## config.mk

```make
export PLATFORM = sky130hd
export DESIGN_NAME = voice_alloc
export DESIGN_NICKNAME = d
export VERILOG_FILES = /design/src/rtl/voice_alloc_pkg.sv /design/src/rtl/voice_alloc_slot.sv /design/src/rtl/voice_alloc.sv
export SDC_FILE = /design/constraint.sdc
export NUM_CORES = 1
export LEC_CHECK = 0
export CAP_MARGIN = 20
export CORE_ASPECT_RATIO = 0.8
export CORE_UTILIZATION = 50
export CTS_BUF_LIST = sky130_fd_sc_hd__clkbuf_4 sky130_fd_sc_hd__clkbuf_8 sky130_fd_sc_hd__clkbuf_16
export DETAILED_ROUTE_END_ITERATION = 8
export DONT_BUFFER_PORTS = 1
export GPL_TIMING_DRIVEN = 0
export PLACE_DENSITY_LB_ADDON = 0.12
export RECOVER_POWER = 100
export SYNTH_ARGS = -nofsm -noshare
export SYNTH_HDL_FRONTEND = slang
export SYNTH_SLANG_ARGS = --single-unit
```

## constraint.sdc

```tcl
create_clock -name clk -period 8.5 [get_ports clk]
set_clock_uncertainty 0.1 [all_clocks]
set_input_delay 2.125 -clock clk [delete_from_list [all_inputs] [get_ports clk]]
set_output_delay 2.125 -clock clk [all_outputs]
set_load 0.02 [all_outputs]
```

## src/rtl/voice_alloc_pkg.sv

```systemverilog
// Shared constants for the voice allocator: received-word fields and FSM encoding.
package voice_alloc_pkg;

  localparam int         NOTE_W  = 7;
  localparam int         ON_BIT  = 7;
  localparam logic [7:0] ALL_OFF = 8'h00;

  typedef enum logic [1:0] {
    IDLE   = 2'd0,
    SCAN   = 2'd1,
    COMMIT = 2'd2
  } state_t;

endpackage

```

## src/rtl/voice_alloc_slot.sv

```systemverilog
// One voice's registers: sounding flag, note code and saturating age counter.
module voice_slot
  import voice_alloc_pkg::*;
#(
  parameter int C_AGE_WIDTH = 4
) (
  input  logic                   clk,
  input  logic                   rst,
  input  logic                   load,
  input  logic [NOTE_W-1:0]      load_note,
  input  logic                   clear,
  input  logic                   deact,
  input  logic                   retrig,
  input  logic                   inc,
  output logic                   active,
  output logic [NOTE_W-1:0]      note,
  output logic [C_AGE_WIDTH-1:0] age
);

  always_ff @(posedge clk) begin
    if (rst) begin
      active <= 1'b0;
      note   <= '0;
      age    <= '0;
    end else if (clear) begin
      active <= 1'b0;
      age    <= '0;
    end else if (load) begin
      active <= 1'b1;
      note   <= load_note;
      age    <= '0;
    end else if (retrig) begin
      age <= '0;
    end else if (deact) begin
      // note is kept so the light path can still show the last pitch
      active <= 1'b0;
    end else if (inc && active && (age != '1)) begin
      age <= age + 1'b1;
    end
  end

endmodule

```

## src/rtl/voice_alloc.sv

```systemverilog
// Voice allocator: accepts note words, scans the voices one per cycle, then commits.
module voice_alloc
  import voice_alloc_pkg::*;
#(
  parameter int C_UART_DATA_WIDTH = 8,
  parameter int C_VOICES          = 4,
  parameter int C_AGE_WIDTH       = 4
) (
  input  logic                         clk,
  input  logic                         rst,
  input  logic                         inValid,
  input  logic                         inErr,
  input  logic [C_UART_DATA_WIDTH-1:0] inData,
  output logic                         inReady,
  output logic [C_VOICES-1:0]          voiceActive,
  output logic [NOTE_W*C_VOICES-1:0]   voiceNote,
  output logic [C_VOICES-1:0]          voiceTrig,
  output logic                         voiceSteal,
  output logic [7:0]                   dropCnt
);

  localparam int              IDX_W    = (C_VOICES > 1) ? $clog2(C_VOICES) : 1;
  localparam logic [IDX_W-1:0] LAST_IDX = IDX_W'(C_VOICES - 1);

  state_t                        state_reg, state_next;
  logic [C_UART_DATA_WIDTH-1:0]  word_reg;
  logic [IDX_W-1:0]              idx_reg;
  logic                          match_found_reg, free_found_reg, old_found_reg;
  logic [IDX_W-1:0]              match_idx_reg, free_idx_reg, old_idx_reg;
  logic [C_AGE_WIDTH-1:0]        old_age_reg;
  logic [C_VOICES-1:0]           trig_reg;
  logic                          steal_reg;
  logic [7:0]                    drop_reg;

  logic                          slot_active [C_VOICES];
  logic [NOTE_W-1:0]             slot_note   [C_VOICES];
  logic [C_AGE_WIDTH-1:0]        slot_age    [C_VOICES];
  logic [C_VOICES-1:0]           load_v, clear_v, deact_v, retrig_v, inc_v;
  logic                          steal_next;

  logic              accept, drop, word_on, all_off;
  logic [NOTE_W-1:0] word_note;

  assign accept    = inValid && !inErr && (state_reg == IDLE);
  assign drop      = inValid && (inErr || (state_reg != IDLE));
  assign word_note = word_reg[NOTE_W-1:0];
  assign word_on   = word_reg[ON_BIT];
  assign all_off   = (word_reg == C_UART_DATA_WIDTH'(ALL_OFF));

  always_ff @(posedge clk) begin
    if (rst) state_reg <= IDLE;
    else     state_reg <= state_next;
  end

  always_comb begin
    state_next = state_reg;
    case (state_reg)
      IDLE:    if (accept) state_next = SCAN;
      SCAN:    if (idx_reg == LAST_IDX) state_next = COMMIT;
      COMMIT:  state_next = IDLE;
      default: state_next = IDLE;
    endcase
  end

  // Decide the per-voice action for the latched word from the scan results.
  always_comb begin
    load_v     = '0;
    clear_v    = '0;
    deact_v    = '0;
    retrig_v   = '0;
    inc_v      = '0;
    steal_next = 1'b0;
    if (state_reg == COMMIT) begin
      if (all_off) begin
        clear_v = '1;
      end else if (word_on) begin
        if (match_found_reg) begin
          retrig_v[match_idx_reg] = 1'b1;
        end else begin
          if (free_found_reg) begin
            load_v[free_idx_reg] = 1'b1;
          end else begin
            load_v[old_idx_reg] = 1'b1;
            steal_next          = 1'b1;
          end
          inc_v = ~load_v;
        end
      end else if (match_found_reg) begin
        deact_v[match_idx_reg] = 1'b1;
      end
    end
  end

  always_ff @(posedge clk) begin
    if (rst) begin
      word_reg        <= '0;
      idx_reg         <= '0;
      match_found_reg <= 1'b0;
      free_found_reg  <= 1'b0;
      old_found_reg   <= 1'b0;
      match_idx_reg   <= '0;
      free_idx_reg    <= '0;
      old_idx_reg     <= '0;
      old_age_reg     <= '0;
      trig_reg        <= '0;
      steal_reg       <= 1'b0;
      drop_reg        <= '0;
    end else begin
      trig_reg  <= load_v | retrig_v;
      steal_reg <= steal_next;
      if (drop && (drop_reg != 8'hFF)) drop_reg <= drop_reg + 8'd1;
      if (accept) begin
        word_reg        <= inData;
        idx_reg         <= '0;
        match_found_reg <= 1'b0;
        free_found_reg  <= 1'b0;
        old_found_reg   <= 1'b0;
      end
      if (state_reg == SCAN) begin
        idx_reg <= idx_reg + 1'b1;
        if (!match_found_reg && slot_active[idx_reg] && (slot_note[idx_reg] == word_note)) begin
          match_found_reg <= 1'b1;
          match_idx_reg   <= idx_reg;
        end
        if (!free_found_reg && !slot_active[idx_reg]) begin
          free_found_reg <= 1'b1;
          free_idx_reg   <= idx_reg;
        end
        // Strictly greater keeps the lowest index on equal ages.
        if (slot_active[idx_reg] && (!old_found_reg || (slot_age[idx_reg] > old_age_reg))) begin
          old_found_reg <= 1'b1;
          old_idx_reg   <= idx_reg;
          old_age_reg   <= slot_age[idx_reg];
        end
      end
    end
  end

  genvar gi;
  generate
    for (gi = 0; gi < C_VOICES; gi++) begin : g_slot
      voice_slot #(
        .C_AGE_WIDTH(C_AGE_WIDTH)
      ) u_slot (
        .clk      (clk),
        .rst      (rst),
        .load     (load_v[gi]),
        .load_note(word_note),
        .clear    (clear_v[gi]),
        .deact    (deact_v[gi]),
        .retrig   (retrig_v[gi]),
        .inc      (inc_v[gi]),
        .active   (slot_active[gi]),
        .note     (slot_note[gi]),
        .age      (slot_age[gi])
      );
      assign voiceActive[gi]                  = slot_active[gi];
      assign voiceNote[NOTE_W*gi +: NOTE_W]   = slot_note[gi];
    end
  endgenerate

  assign inReady    = (state_reg == IDLE);
  assign voiceTrig  = trig_reg;
  assign voiceSteal = steal_reg;
  assign dropCnt    = drop_reg;

endmodule

```

Word level (Yosys, flattened, before mapping)
Index checks and enable logic that the tools add are counted.
{ "op_classes": {"n_bitwise": 13, "addsub": 6, "n_eq_ne": 15, "muxes": 64, "n_lt_le_gt_ge": 8, "n_reduce_logical": 59} }
{ "op_table": {"columns": ["op", "count"], "rows": [
  ["$mux W4", 24],
  ["$reduce_and A2 Y1", 16],
  ["$mux W1", 27],
  ["$logic_and A1 B1 Y1", 19],
  ["$add A4 B1 Y4 const B", 4],
  ["$ne A4 B4 Y1 const B", 4],
  ["$reduce_or A4 Y1", 4],
  ["$bmux W7 S2", 1],
  ["$mux W7", 2],
  ["$reduce_bool A2 Y1", 6],
  ["$ne A2 B2 Y1 const B", 5],
  ["$not A1 Y1", 10],
  ["$lt A2 B3 Y1 const B", 3],
  ["$add A8 B1 Y8 const B", 1],
  ["$bmux W4 S2", 1],
  ["$logic_not A8 Y1", 1],
  ["$mux W2", 4],
  ["$ne A8 B8 Y1 const B", 1],
  ["$reduce_or A2 Y1", 4],
  ["$eq A7 B7 Y1", 1],
  ["$demux W1 S2", 3],
  ["$ge A2 B1 Y1 const B", 3],
  ["$logic_not A1 Y1", 5],
  ["$reduce_or A5 Y1", 1],
  ["other kinds (13)", 15]
]} }
{ "word_totals": {"out_inout_bits": 46, "reg_bits": 86, "elab_cells": 190} }

Depth between registers and ports, before layout
{ "logic_depth": {"word_depth": 17, "depth_mapped": 11} }

By module
Synthesis repeated with hierarchy kept, for this count alone.
{ "hier_totals": {"hier_cells": 448, "area_unflattened_um2": 4240.3} }
{ "by_module_without_submodules": {"columns": ["module", "area_per_inst_um2", "cells_per_inst", "instances", "seq_area_each_um2"], "rows": [
  ["voice_alloc", 2193.4, 248, 1, 760.7],
  ["voice_slot", 511.7, 50, 4, 240.2]
]} }

Worst setup path before layout
Ideal clock, no wire load.
{ "synth_timing": {"path_type": "input to register", "from": "input port inValid", "to": "register drop_reg[5], in the netlist dropCnt[5]", "required_ns": 8.272, "cell_stages": 6, "setup_ns": 0.128, "path_slack_ns": 5.176, "n_path_buf": 0, "t_arrival_ns": 3.097, "path_cell_list": "o31ai_1 a41oi_1 and3_1 nand4_1 xor2_1 nor2_1"} }
{ "synth_between": {"elab_chain_len": 2} }
{ "synth_lines": {"columns": ["element", "line_no", "rtl"], "rows": [
  ["start, declared", "voice_alloc.sv:11", "input logic inValid,"],
  ["$logic_and A1 B1 Y1", "voice_alloc.sv:45", "assign drop = inValid && (inErr || (state_reg != IDLE));"],
  ["$logic_and A1 B1 Y1", "voice_alloc.sv:111", "if (drop && (drop_reg != 8'hFF)) drop_reg <= drop_reg + 8'd1;"],
  ["end signal, assigned", "voice_alloc.sv:111", null],
  ["end, declared", "voice_alloc.sv:33", "logic [7:0] drop_reg;"]
]} }
Every way passes these cells.
A chain may end at the register's enable or synchronous reset.

Worst setup path in the final report
{ "layout_timing": {"from": "register idx_reg[1]", "to": "register old_idx_reg[0]"} }
{ "layout_between": {"elab_chain_len": 8, "elab_cells_between_ends": 11} }
{ "layout_lines": {"columns": ["element", "line_no", "rtl"], "rows": [
  ["start, declared", "voice_alloc.sv:27", "logic [IDX_W-1:0] idx_reg;"],
  ["start signal, assigned", "voice_alloc.sv:120", "idx_reg <= idx_reg + 1'b1;"],
  ["$not A2 Y3 (not written as such) (*)", "voice_alloc.sv:130", "if (slot_active[idx_reg] && (!old_found_reg || (slot_age[idx_reg] > old_age_reg))) begin"],
  ["$bmux W4 S2", "voice_alloc.sv:130", null],
  ["$mux W4 (not written as such) (2 in a row)", "voice_alloc.sv:130", null],
  ["$gt A4 B4 Y1", "voice_alloc.sv:130", null],
  ["$logic_or A1 B1 Y1", "voice_alloc.sv:130", null],
  ["$logic_and A1 B1 Y1 (*)", "voice_alloc.sv:130", null],
  ["$reduce_and A2 Y1 (no source line) (*)", null, null],
  ["end signal, assigned", "voice_alloc.sv:132", "old_idx_reg <= idx_reg;"],
  ["end, declared", "voice_alloc.sv:29", "logic [IDX_W-1:0] match_idx_reg, free_idx_reg, old_idx_reg;"]
]} }
Every way passes the cells marked *; elsewhere a longest branch is shown, timed or not. The select of a mux whose other input is x is not followed.

==> flow_results.org <==
** Synthesis
- Netlist area before placement :: 3960 um^2
- Netlist cell types :: 37
- Yosys mapped a number of flops with a built-in enable equal to 0.
- Average cell area after synthesis :: 9.34 um^2
- Leading post-synthesis cells by cell area :: sky130_fd_sc_hd__dfxtp_1 43%, sky130_fd_sc_hd__mux2i_1 12%, sky130_fd_sc_hd__nor2_1 6.4%
- Yosys reg bits :: 86
- Among all flip-flop cells after synthesis, the most frequent one is sky130_fd_sc_hd__dfxtp_1.
- Post-Syn Nets :: 446
- For this run, the number of Yosys warnings is 0.
- FFs w/ async S/R, synth :: 0
- Of the synthesized area, sequential elements account for 0.435.
- Counting every instance in the synthesized netlist gives 424.
- Synth top area share :: 0.435
- The largest total area in the synthesized netlist belongs to sky130_fd_sc_hd__dfxtp_1.

** Clock network
- Once the clock tree was built, the resizer swapped 0 gates to a different size.
- Hold repair after CTS inserted 0 buffers.
- CTS sink cnt :: 86
- TritonCTS built the clock tree.
- Later-pin clock latency in the skew report :: 350 ps
- CTS Buffer Depth :: 2
- Post-CTS setup-driven buffer insertion count :: 0
- The tree is rooted in a sky130_fd_sc_hd__clkbuf_8.
- CTS Buf Count :: 9
- Maximum level of the CTS H-tree :: 3
- Clock-pin slew was measured on the worst setup and hold paths at 80 ps.

** Critical path
- Data on the critical path is required at its endpoint by 8620 ps.
- Of all nets on the critical path, the largest fanout is 10.
- The worst setup path is captured at a flop.
- Critical path's most frequent cell :: sky130_fd_sc_hd__clkbuf_1
- In this design, the stage delay of the slowest critical-path cell is 660 ps.
- Family with the most delay on the worst path :: buffers and inverters
- The signal on the critical path passes through clkbuf_1 -> clkbuf_1 -> mux4_2 -> ha_1 -> nand4_1 -> o21ai_0 -> a21oi_1 -> o211ai_1 -> mux2i_1 -> nor2_1.
- WP buf/inv :: 2
- Kind of start point of the critical path :: flop
- On the critical path, the stage with the largest delay is an instance of sky130_fd_sc_hd__o211ai_1.
- Arrival time reported for the critical path endpoint :: 3880 ps
- Worst Setup Path Type :: reg2reg

** Job
- Max-cap violations in this run came to 0.

** Power
- Sw power :: 0.175 mW
- The internal portion of the total power is 0.529 mW.
- The share of total power dissipated in combinational logic is 0.058.
- Sequential fraction of design power :: 0.582
- IR analysis of the VDD net gives a maximum drop of 0.0944 mV.
- Of the total power, the share spent switching nets is 0.249.
- Clock network fraction of design power :: 0.360
- Power comes to 0.705 mW.
- Power per cell area :: 167 nW/um^2
- Pleak :: 1.70 nW

** Layout
- # nets final :: 457
- In the layout the commonest cells are 86 x sky130_fd_sc_hd__dfxtp_1, 68 x sky130_fd_sc_hd__nor2_1, 46 x sky130_fd_sc_hd__mux2i_1.
- Number of flip-flops in the largest register :: 28
- Counting the fill cells in the layout gives 704.
- From synthesis to final layout, the design area changed by 6.73%.
- The largest registers in the layout are g_slot.u_slot.note: 28 flops, g_slot.u_slot.age: 16 flops.
- Diode count :: 0
- Top register by number of flip-flops :: g_slot.u_slot.note
- Leaving out fill and tap cells, the most frequent cell in the layout is sky130_fd_sc_hd__dfxtp_1.
- Fraction of layout instances using a drive strength above 1 :: 0.0548

** STA
- Peak Freq :: 0.266 GHz
- Measured against its own limit, the worst slew margin works out to 0.455.
- Slew at the pin with the worst max-slew slack :: 813 ps
- The max-slew violation count came to 0.
- Final Hold Viols :: 0
- Setup repair after global routing left no endpoint under its margin.
- Setup violations remaining at the end of the flow were counted as 0.
- Tmin final :: 3770 ps
- In the finished design, the share of the clock period the worst path needs comes to 0.443.
- Setup Total Neg Slack :: 0 ps

** Global routing
- Total congestion overflow after global routing :: 0
- All-layer global routing usage :: 0.250
- First-pass GRT wire length :: 15300 um
- Initial antenna violation count :: 0
- The number of global-route vias before repair was 2965.
- Entering global routing, the biggest net connects 14 pins.

** Floorplanning
- Floorplan die area :: 8280 um^2
- Initial Utilization :: 0.526
- After floorplanning, the core was divided into 28 placement rows.
- I/O pin total :: 58
- Core outline area :: 7530 um^2
- The floorplan step set the die width to 102 um.
- Die Span Y :: 81.6 um

** Detailed routing
- Initial DRC Count :: 167
- Total Wirelength :: 9370 um
- Detail-routed via count per cell :: 5.56
- Post-DRT Antenna Nets :: 0
- Wire length per cell after detailed routing :: 17.2 um
- Detailed routing inserted a total of 3018 vias.
- DRC violation count after routing :: 0
- The first TritonRoute pass finished after 5 iterations.

** Placed design
- Final GP Congestion :: 0.867
- Port Buf Inserts :: 0
- HPWL after detailed placement :: 6780 um

** Outcome
- Result of the run :: finished clean

** Hold path
- The tightest min-delay check is of the reg2reg type.
-- cells in the mapped netlist, types with 6 or more instances --
cell                       count
sky130_fd_sc_hd__xnor2_1       9
sky130_fd_sc_hd__ha_1         10
sky130_fd_sc_hd__clkbuf_1     20
sky130_fd_sc_hd__nand2_1      44
sky130_fd_sc_hd__nand2b_1     12
sky130_fd_sc_hd__a21oi_1      20
sky130_fd_sc_hd__nor3_1        8
sky130_fd_sc_hd__nor2_1       68
sky130_fd_sc_hd__o21ai_0      11
sky130_fd_sc_hd__nand3_1       9
sky130_fd_sc_hd__dfxtp_1      86
sky130_fd_sc_hd__nand4_1       8
sky130_fd_sc_hd__mux2i_1      46
sky130_fd_sc_hd__inv_1         7
sky130_fd_sc_hd__mux4_2        6
sky130_fd_sc_hd__xor2_1       17
-- metrics by stage --
step	instance area [um^2]	hold slack (ps)	setup slack (ps)	instances	utilization
3_5_place_dp	4090	354	5000	529	0.543
2_1_floorplan	3960	336	5180	424	-
6_report	4230	362	4730	543	0.561
4_1_cts	4260	365	5170	543	0.565
5_1_grt	4230	397	4470	543	0.561
3_3_place_gp	4090	344	5010	529	0.543
-- layout make-up --
class | count | area (um^2) | share of cell area
well taps | 105 | 131 | 0.0311
clock buffers | 10 | 138 | 0.0326
plain buffers | 27 | 110 | 0.0260
inverters | 7 | 26.3 | 0.00621
flip-flops and latches | 86 | 1720 | 0.407
clock inverters | 4 | 25.0 | 0.00592
multi-input cells | 304 | 2080 | 0.491
-- power by group through the flow --
stage	Sequential [mW]	Combinational (mW)	Clock, mW
CTS	0.410	0.0413	0.258
detailed placement	0.420	0.0412	0
global route	0.411	0.0453	0.275
global placement	0.420	0.0402	0
finish	0.410	0.0408	0.253
floorplan	0.419	0.0301	0
-- worst reg2reg max path, stage by stage (launching register included) --
cell	delay, ps
sky130_fd_sc_hd__dfxtp_1	350
sky130_fd_sc_hd__clkbuf_1	480
sky130_fd_sc_hd__clkbuf_1	550
sky130_fd_sc_hd__mux4_2	630
sky130_fd_sc_hd__ha_1	310
sky130_fd_sc_hd__nand4_1	80
sky130_fd_sc_hd__o21ai_0	70
sky130_fd_sc_hd__a21oi_1	70
sky130_fd_sc_hd__o211ai_1	660
sky130_fd_sc_hd__mux2i_1	270
sky130_fd_sc_hd__nor2_1	60
-- worst paths after layout --
| check | endpoint | cells past startpoint | slack [ps] | startpoint |
|---|---|---|---|---|
| setup / recovery | old_idx_reg[0]$_SDFFE_PP0P_ | 10 | 4730 | idx_reg[1]$_SDFFE_PP0P_ |
| hold / removal | old_found_reg$_SDFF_PP0_ | 2 | 360 | old_found_reg$_SDFF_PP0_ |
| setup reg to reg | old_idx_reg[0]$_SDFFE_PP0P_ | 10 | 4730 | idx_reg[1]$_SDFFE_PP0P_ |
| hold reg to reg | old_found_reg$_SDFF_PP0_ | 2 | 360 | old_found_reg$_SDFF_PP0_ |
-- metal layers --
layer | wire (um) | track usage | share of wire | up-vias
met5 | 0 | 0 | 0 | -
met4 | 114 | 0.0696 | 0.012 | 0
met3 | 815 | 0.0681 | 0.087 | 9
met2 | 4070 | 0.391 | 0.44 | 110
met1 | 4360 | 0.341 | 0.47 | 1430
li1 | - | - | - | 1469
-- kinds of logic after synthesis --
kind of cell | synth area share
buffers and inverters | 0.0385
AOI/OAI and AO/OA | 0.0597
muxes | 0.180
DFF | 0.435
xor gates and xnor gates | 0.0575
adders and majority gates | 0.0316
and+or+nand+nor | 0.198
Note: power is estimated with default switching activity, not from simulation.
